--- src/rtl/arbitro_banco_registrador.sv ---
// Write-port controller for the 64 x 32-bit register bank.
// After reset it writes R0 = 0 and R1 = VALOR_INIT_R1, then raises pronto and
// arbitrates the single bank write port round-robin between the CPU writeback
// stage and the I/O input unit. All outputs are registered.
//
// Ports:
//   clock, reset               clock; asynchronous active-low reset
//   req_cpu/end_cpu/dado_cpu   CPU write request, held until ack_cpu
//   ack_cpu                    one-cycle pulse, CPU request accepted
//   req_es/end_es/dado_es      I/O write request, held until ack_es
//   ack_es                     one-cycle pulse, I/O request accepted
//   end_escrita, dados_escrita bank write address / data
//   EscreveReg                 bank write enable
//   pronto                     initialization complete
module arbitro_banco_registrador #(
    parameter int unsigned LARGURA_DADO  = 32,
    parameter int unsigned LARGURA_END   = 6,
    parameter int unsigned VALOR_INIT_R1 = 13249
) (
    input  logic                    clock,
    input  logic                    reset,
    input  logic                    req_cpu,
    input  logic [LARGURA_END-1:0]  end_cpu,
    input  logic [LARGURA_DADO-1:0] dado_cpu,
    output logic                    ack_cpu,
    input  logic                    req_es,
    input  logic [LARGURA_END-1:0]  end_es,
    input  logic [LARGURA_DADO-1:0] dado_es,
    output logic                    ack_es,
    output logic [LARGURA_END-1:0]  end_escrita,
    output logic [LARGURA_DADO-1:0] dados_escrita,
    output logic                    EscreveReg,
    output logic                    pronto
);

    typedef enum logic [1:0] {StInit0, StInit1, StAtivo} estado_e;

    estado_e                 estado_q;
    logic                    ultimo_es_q;   // 1: last grant went to the I/O unit
    logic                    ack_cpu_q;
    logic                    ack_es_q;
    logic                    escreve_q;
    logic                    pronto_q;
    logic [LARGURA_END-1:0]  end_q;
    logic [LARGURA_DADO-1:0] dados_q;

    logic                    eleg_cpu;
    logic                    eleg_es;
    logic                    concede_cpu_d;
    logic                    concede_es_d;
    logic [LARGURA_END-1:0]  end_venc_d;
    logic [LARGURA_DADO-1:0] dado_venc_d;

    // A requester whose ack is high is still presenting the data just written
    // (or its next request), so it is skipped for one cycle to avoid a stale
    // re-grant. On a tie the requester not granted last wins.
    always_comb begin
        eleg_cpu      = req_cpu && !ack_cpu_q;
        eleg_es       = req_es && !ack_es_q;
        concede_cpu_d = eleg_cpu && (!eleg_es || ultimo_es_q);
        concede_es_d  = eleg_es && !concede_cpu_d;
        end_venc_d    = concede_cpu_d ? end_cpu : end_es;
        dado_venc_d   = concede_cpu_d ? dado_cpu : dado_es;
    end

    always_ff @(posedge clock or negedge reset) begin
        if (!reset) begin
            estado_q    <= StInit0;
            ultimo_es_q <= 1'b1;
            ack_cpu_q   <= 1'b0;
            ack_es_q    <= 1'b0;
            escreve_q   <= 1'b0;
            pronto_q    <= 1'b0;
            end_q       <= '0;
            dados_q     <= '0;
        end else begin
            ack_cpu_q <= 1'b0;
            ack_es_q  <= 1'b0;
            escreve_q <= 1'b0;
            unique case (estado_q)
                StInit0: begin
                    escreve_q <= 1'b1;
                    end_q     <= '0;
                    dados_q   <= '0;
                    estado_q  <= StInit1;
                end
                StInit1: begin
                    escreve_q <= 1'b1;
                    end_q     <= LARGURA_END'(1);
                    dados_q   <= LARGURA_DADO'(VALOR_INIT_R1);
                    pronto_q  <= 1'b1;
                    estado_q  <= StAtivo;
                end
                StAtivo: begin
                    if (concede_cpu_d || concede_es_d) begin
                        end_q       <= end_venc_d;
                        dados_q     <= dado_venc_d;
                        // R0 is only written during init; the grant is still acked.
                        escreve_q   <= (end_venc_d != '0);
                        ack_cpu_q   <= concede_cpu_d;
                        ack_es_q    <= concede_es_d;
                        ultimo_es_q <= concede_es_d;
                    end
                end
                default: estado_q <= StInit0;
            endcase
        end
    end

    assign ack_cpu       = ack_cpu_q;
    assign ack_es        = ack_es_q;
    assign EscreveReg    = escreve_q;
    assign end_escrita   = end_q;
    assign dados_escrita = dados_q;
    assign pronto        = pronto_q;

endmodule

--- config.mk ---
export PLATFORM = sky130hd
export DESIGN_NAME = arbitro_banco_registrador
export DESIGN_NICKNAME = d
export VERILOG_FILES = /design/src/rtl/arbitro_banco_registrador.sv
export SDC_FILE = /design/constraint.sdc
export NUM_CORES = 1
export LEC_CHECK = 0
export ABC_AREA = 1
export CORE_ASPECT_RATIO = 1.2
export CORE_MARGIN = 2
export CORE_UTILIZATION = 43
export CTS_BUF_LIST = sky130_fd_sc_hd__clkbuf_16
export DETAILED_ROUTE_END_ITERATION = 12
export PLACE_DENSITY = 0.86
export SETUP_SLACK_MARGIN = 0.1
export SLEW_MARGIN = 30
export SYNTH_ARGS = -nofsm -noshare
export SYNTH_HDL_FRONTEND = slang
export SYNTH_SLANG_ARGS = --single-unit
--- constraint.sdc ---
create_clock -name clock -period 3.2 [get_ports clock]
set_input_delay 0.48 -clock clock [delete_from_list [all_inputs] [get_ports clock]]
set_output_delay 0.48 -clock clock [all_outputs]
set_load 0.005 [all_outputs]
After elaboration in Yosys (flattened, before gate mapping)
Index checks and enable logic that the tools add are counted.

Register bits: 45. Output and inout port bits: 42. Word-level logic and storage cells: 40.

Equality and inequality tests: 3. Muxes and demuxes: 13. Reduce and logical (&&, ||, !) cells: 16.

Operators with widths (count): $pmux 32 s3 (1); $mux 32 (2); $pmux 6 s3 (1); $mux 6 (2); $pmux 2 s3 (1); $reduce_bool 6->1 (1); $mux 1 (5); $logic_and 1x1->1 (4); $logic_not 1->1 (4); $reduce_and 2->1 (2); $reduce_bool 3->1 (1); $eq 2x1->1 const B (1); $eq 2x2->1 const B (1); $logic_not 2->1 (1); $logic_or 1x1->1 (2); $ne 2x2->1 const B (1); $pmux 1 s2 (1); $reduce_or 2->1 (1).

Depth between registers and ports, before layout
Word-level depth: 10. Gate-level depth with buffers: 10. Mapped depth without buffers: 9.

Worst setup path after synthesis
OpenSTA, ideal clock, no wires.

Kind: flip-flop to flip-flop. Start: reg estado_q[0]. End: reg end_q[0] (netlist: end_escrita[0]). Setup time: 0.123 ns. Data arrival time: 1.478 ns. Path slack: 1.599 ns. Cell stages (with the launch flop): 9. Path buffers: 3. Period minus slack after synthesis: 1.601 ns. Path through: dfrtp_1 inv_1 ha_1 clkbuf_1 a31o_4 buf_2 buf_4 nand2_1 nand2_1.

Longest elaborated chain between the ends: 3. Elaborated cells on any way between the ends: 7. Classes of those cells: 3 x eq/ne; 1 x mux; 3 x reduce/logical.

RTL lines: start, declared (RTL line 38) `estado_e estado_q;`; start signal, assigned (RTL line 68) `estado_q <= StInit0;`; start signal, assigned (RTL line 85) `estado_q <= StInit1;`; start signal, assigned (RTL line 92) `estado_q <= StAtivo;`; $eq 2x2->1 (tied with other cells) (RTL line 80) `unique case (estado_q)`; $ne 2x2->1 (no line) or $reduce_bool 3->1 (tied branches); $reduce_and 2->1 (no line); end signal, assigned (RTL line 96) `end_q <= end_venc_d;`; end, declared (RTL line 44) `logic [LARGURA_END-1:0] end_q;`.

Parallel ways exist; a longest one is shown, timed or not. A chain may end at the register's enable or synchronous reset.

Worst setup path after layout
Start: in req_cpu. End: reg end_q[0] (netlist: end_escrita[0]).

Longest elaborated chain between the ends: 7. Elaborated cells on any way between the ends: 10. Classes of those cells: 1 x eq/ne; 3 x mux; 6 x reduce/logical.

RTL lines: start, declared (RTL line 22) `input logic req_cpu,`; $logic_and 1x1->1 (*) (RTL line 58) `eleg_cpu = req_cpu && !ack_cpu_q;`; $logic_and 1x1->1 (*) (RTL line 60) `concede_cpu_d = eleg_cpu && (!eleg_es || ultimo_es_q);`; $logic_not 1->1 (RTL line 61) `concede_es_d = eleg_es && !concede_cpu_d;`; $logic_and 1x1->1 (RTL line 61); $logic_or 1x1->1 (RTL line 95) `if (concede_cpu_d || concede_es_d) begin`; $ne 2x2->1 (no line); $reduce_and 2->1 (no line).

Every way passes the cells marked *; elsewhere a longest branch is shown, timed or not. The select of a mux whose other input is x is not followed.

==> results_tabular.tex <==
\begin{tabular}{lr}
\hline
Metric & Value \\
\hline
\multicolumn{2}{l}{\textbf{Clock network}} \\
Maximum buffer depth of the clock tree & 2 \\
Clock Root Buffer & clkbuf\_16 \\
Clock tree from TritonCTS & yes \\
Post-CTS Repair Setup Buffers & 0 \\
\# H-tree levels & 2 \\
Clock sink total & 45 \\
Latest clock arrival within the worst-skew pair & 0.28 ns \\
CTS resizes & 0 \\
Cts bufs inserted & 5 \\
Clock slew at the register clock pins of the worst setup and hold paths & roughly 0.060 ns \\
Hold bufs inserted after CTS & 0 \\
\multicolumn{2}{l}{\textbf{Detailed routing}} \\
Number of vias after detailed routing & 2328 \\
Average vias per placed instance & 5.12 \\
Aggregate routed wire length & 6400 µm \\
Number of design-rule violations left by the first detailed-router iteration & 126 \\
Routed wire length per instance & roughly 14 µm \\
Number of remaining DRC errors & 0 \\
Number of antenna-violating nets in the routed design & 0 \\
Iteration count of the initial detailed-routing pass & 4 \\
\multicolumn{2}{l}{\textbf{Timing}} \\
Transition time at the pin with the least slew margin & about 0.55 ns \\
Highest Clock Rate & 463 MHz \\
Final-report hold violation count & 0 \\
Tightest slew margin relative to the limit & 0.635 \\
Max Clock Skew & about 0.0033 ns \\
Pins Over Slew Limit & 0 \\
Part of the cycle the worst path needs & 0.675 \\
Unrepaired setup endpoints after global routing & false \\
Clock period minus final worst setup slack & 2.16 ns \\
Sum of negative setup slack & 0 ns \\
Setup violators final & 0 \\
Worst hold slack after final layout & 0.177 ns \\
\multicolumn{2}{l}{\textbf{Floorplanning}} \\
Chip height & $\sim$85 µm \\
Ports placed on the boundary & between 100 and 150 \\
Initial standard-cell utilization of the core & 0.449 \\
Number of rows in the core area & 29 \\
Width of the die & approximately 72 µm \\
Core area & approximately 5300 µm² \\
Area of the die & 6140 µm² \\
\multicolumn{2}{l}{\textbf{Worst setup path}} \\
Worst setup path start & req\_cpu \\
Startpoint kind of the worst setup timing path & input port \\
Destination of the critical timing path & end\_escrita[0]\$\_DFFE\_PN0P\_ \\
Number of cells on the worst reg-to-reg path & 7 \\
Start-to-end type of the worst setup path & input port to flop \\
Critical register-to-register path endpoint & end\_escrita[0]\$\_DFFE\_PN0P\_ \\
Required time at the endpoint of the critical path & $\sim$3.4 ns \\
Critical path arrival & 2.38 ns \\
Worst-case register-to-register setup slack & 1.28 ns \\
Worst reg2reg startpoint & ultimo\_es\_q\$\_DFFE\_PN1P\_ \\
Worst Setup End Kind & flop \\
Largest fanout on the critical path & 40 \\
\multicolumn{2}{l}{\textbf{Yosys}} \\
Synthesis warning total & 0 \\
Syn avg cell area & 8.64 µm² \\
Post-synthesis sequential element count & between 40 and 50 \\
Netlist area before placement & around 2400 µm² \\
Net count after synthesis & 360 \\
Number of different library cells in the post-synthesis netlist & 24 \\
Sequential share of the synthesized area & 0.474 \\
Synthesized netlist cell count & approximately 280 \\
\multicolumn{2}{l}{\textbf{Power}} \\
Worst ir drop on vdd & 0.269 mV \\
Cell leakage power & 1.80 nW \\
Power Density & 522 nW/µm² \\
\multicolumn{2}{l}{\textbf{Layout}} \\
Final-layout fill cell count & 407 \\
Area added between synthesis and finish & 59.5\% \\
Count of nets after finishing & about 480 \\
Most frequent standard cell in the layout excluding fill and tap cells & clkdlybuf4s50\_1 \\
Most used cells in the layout excluding fill and tap cells & clkdlybuf4s50\_1 (120), nand2\_1 (113), dfrtp\_1 (44), nand3\_1 (44), mux2\_2 (24) \\
Fraction of final layout cells sized beyond drive strength 1 & 0.109 \\
Antenna Cells & 0 \\
\multicolumn{2}{l}{\textbf{Outcome}} \\
Run status & finished clean \\
\multicolumn{2}{l}{\textbf{GRT}} \\
Total Routing Usage GR & 0.216 \\
Largest net degree at the start of global routing & 41 \\
Remaining global-route overflow & 0 \\
Initial antenna violation count & 0 \\
Global-route wire length before repair & approximately 11000 µm \\
Via count of the first global-routing pass & 2345 \\
\multicolumn{2}{l}{\textbf{Min path}} \\
Hold WC Path Type & input port to async pin \\
\multicolumn{2}{l}{\textbf{Placement}} \\
Last weighted congestion value of the routability-driven placer & 0.810 \\
Sum of net half-perimeters after detailed placement & 4770 µm \\
Number of input and output port buffers inserted & 121 \\
\multicolumn{2}{l}{\textbf{Flow run}} \\
Number of max-capacitance violations reported & 0 \\
\hline
\end{tabular}
==> layer usage <==
layer | global-route usage | vias up | part of all wire
li1 | - | 1127 | -
met1 | 0.239 | 1100 | 0.38
met2 | 0.398 | 92 | 0.54
met3 | 0.0570 | 9 | 0.074
met4 | 0.0686 | 0 | 0.013
met5 | 0 | - | 0
==> cells by family after synthesis <==
logic type	after synthesis	share of synthesized area
multiplexers	24	0.114
AND/OR/NAND/NOR	167	0.307
AO/OA/AOI/OAI	10	0.0279
flip-flops	45	0.474
buffers and inverters	24	0.0510
adder cells (fa/ha/maj)	5	0.0263
==> critical path: stages <==
cell and delay (ns):
clkdlybuf4s50_1 0.46, inv_1 0.06, nor2_4 0.19, nand2_4 0.07, a31o_4 0.37, nor2_8 0.43
o21ai_0 0.19, nand2_1 0.09
==> flip-flops by register name (all words and copies together) (netlist names) <==
name	flops
dados_escrita	32
end_escrita	6
estado_q	2
EscreveReg	1
ack_cpu	1
ack_es	1
pronto	1
ultimo_es_q	1
==> area by class of cell <==
class	count	area, µm²	share of cell area
tap	62	77.6	0.0205
clock buffer	5	125	0.0330
sequential	45	1130	0.297
timing repair buffer	124	1250	0.329
inverter	10	37.5	0.00990
clock inverter	3	46.3	0.0122
multi-input combinational	206	1130	0.298
==> worst min-delay path by stage <==
stage / endpoint / slack [ns] / cells past startpoint
2_1_floorplan: EscreveReg$_DFF_PN0_ / 0.18 / 0
3_3_place_gp: pronto$_DFFE_PN0P_ / 0.45 / 1
3_5_place_dp: pronto$_DFFE_PN0P_ / 0.46 / 1
4_1_cts: end_escrita[5]$_DFFE_PN0P_ / 0.19 / 1
5_1_grt: end_escrita[5]$_DFFE_PN0P_ / 0.21 / 1
6_report: end_escrita[5]$_DFFE_PN0P_ / 0.18 / 1
==> cell usage after synthesis (all sizes together) <==
library cell / instances / area [µm²]
dfstp: 1 / 26.3
nand2: 114 / 435
buf: 10 / 68.8
inv: 9 / 33.8
o22ai: 1 / 6.26
a21oi: 3 / 15.0
o21ai: 4 / 20.0
clkinv: 1 / 3.75
nor2: 7 / 50.1
clkbuf: 4 / 15.0
mux2: 24 / 270
dfrtp: 44 / 1100
a31o: 1 / 17.5
ha: 5 / 62.6
nand3: 45 / 238
or2: 1 / 6.26
a22oi: 1 / 7.51
==> report_power, final <==
| group | leakage [nW] | internal [W] | switching, W |
|---|---|---|---|
| logic | 1.18 | 0.000386 | 0.000259 |
| clock network | 0.0800 | 0.000369 | 0.000216 |
| registers | 0.542 | 0.000685 | 0.0000653 |
==> through the flow <==
stage	worst slack, ns	power, W	area, µm²	util	cells
floorplan	1.60	0.00102	2380	-	275
global placement	0.819	0.00138	3590	0.678	446
detailed placement	0.741	0.00141	3620	0.683	447
CTS	1.04	0.00200	3790	0.716	455
global route	0.866	0.00209	3790	0.716	455
finish	1.04	0.00198	3790	0.716	455
(Power assumes the default switching activity.)
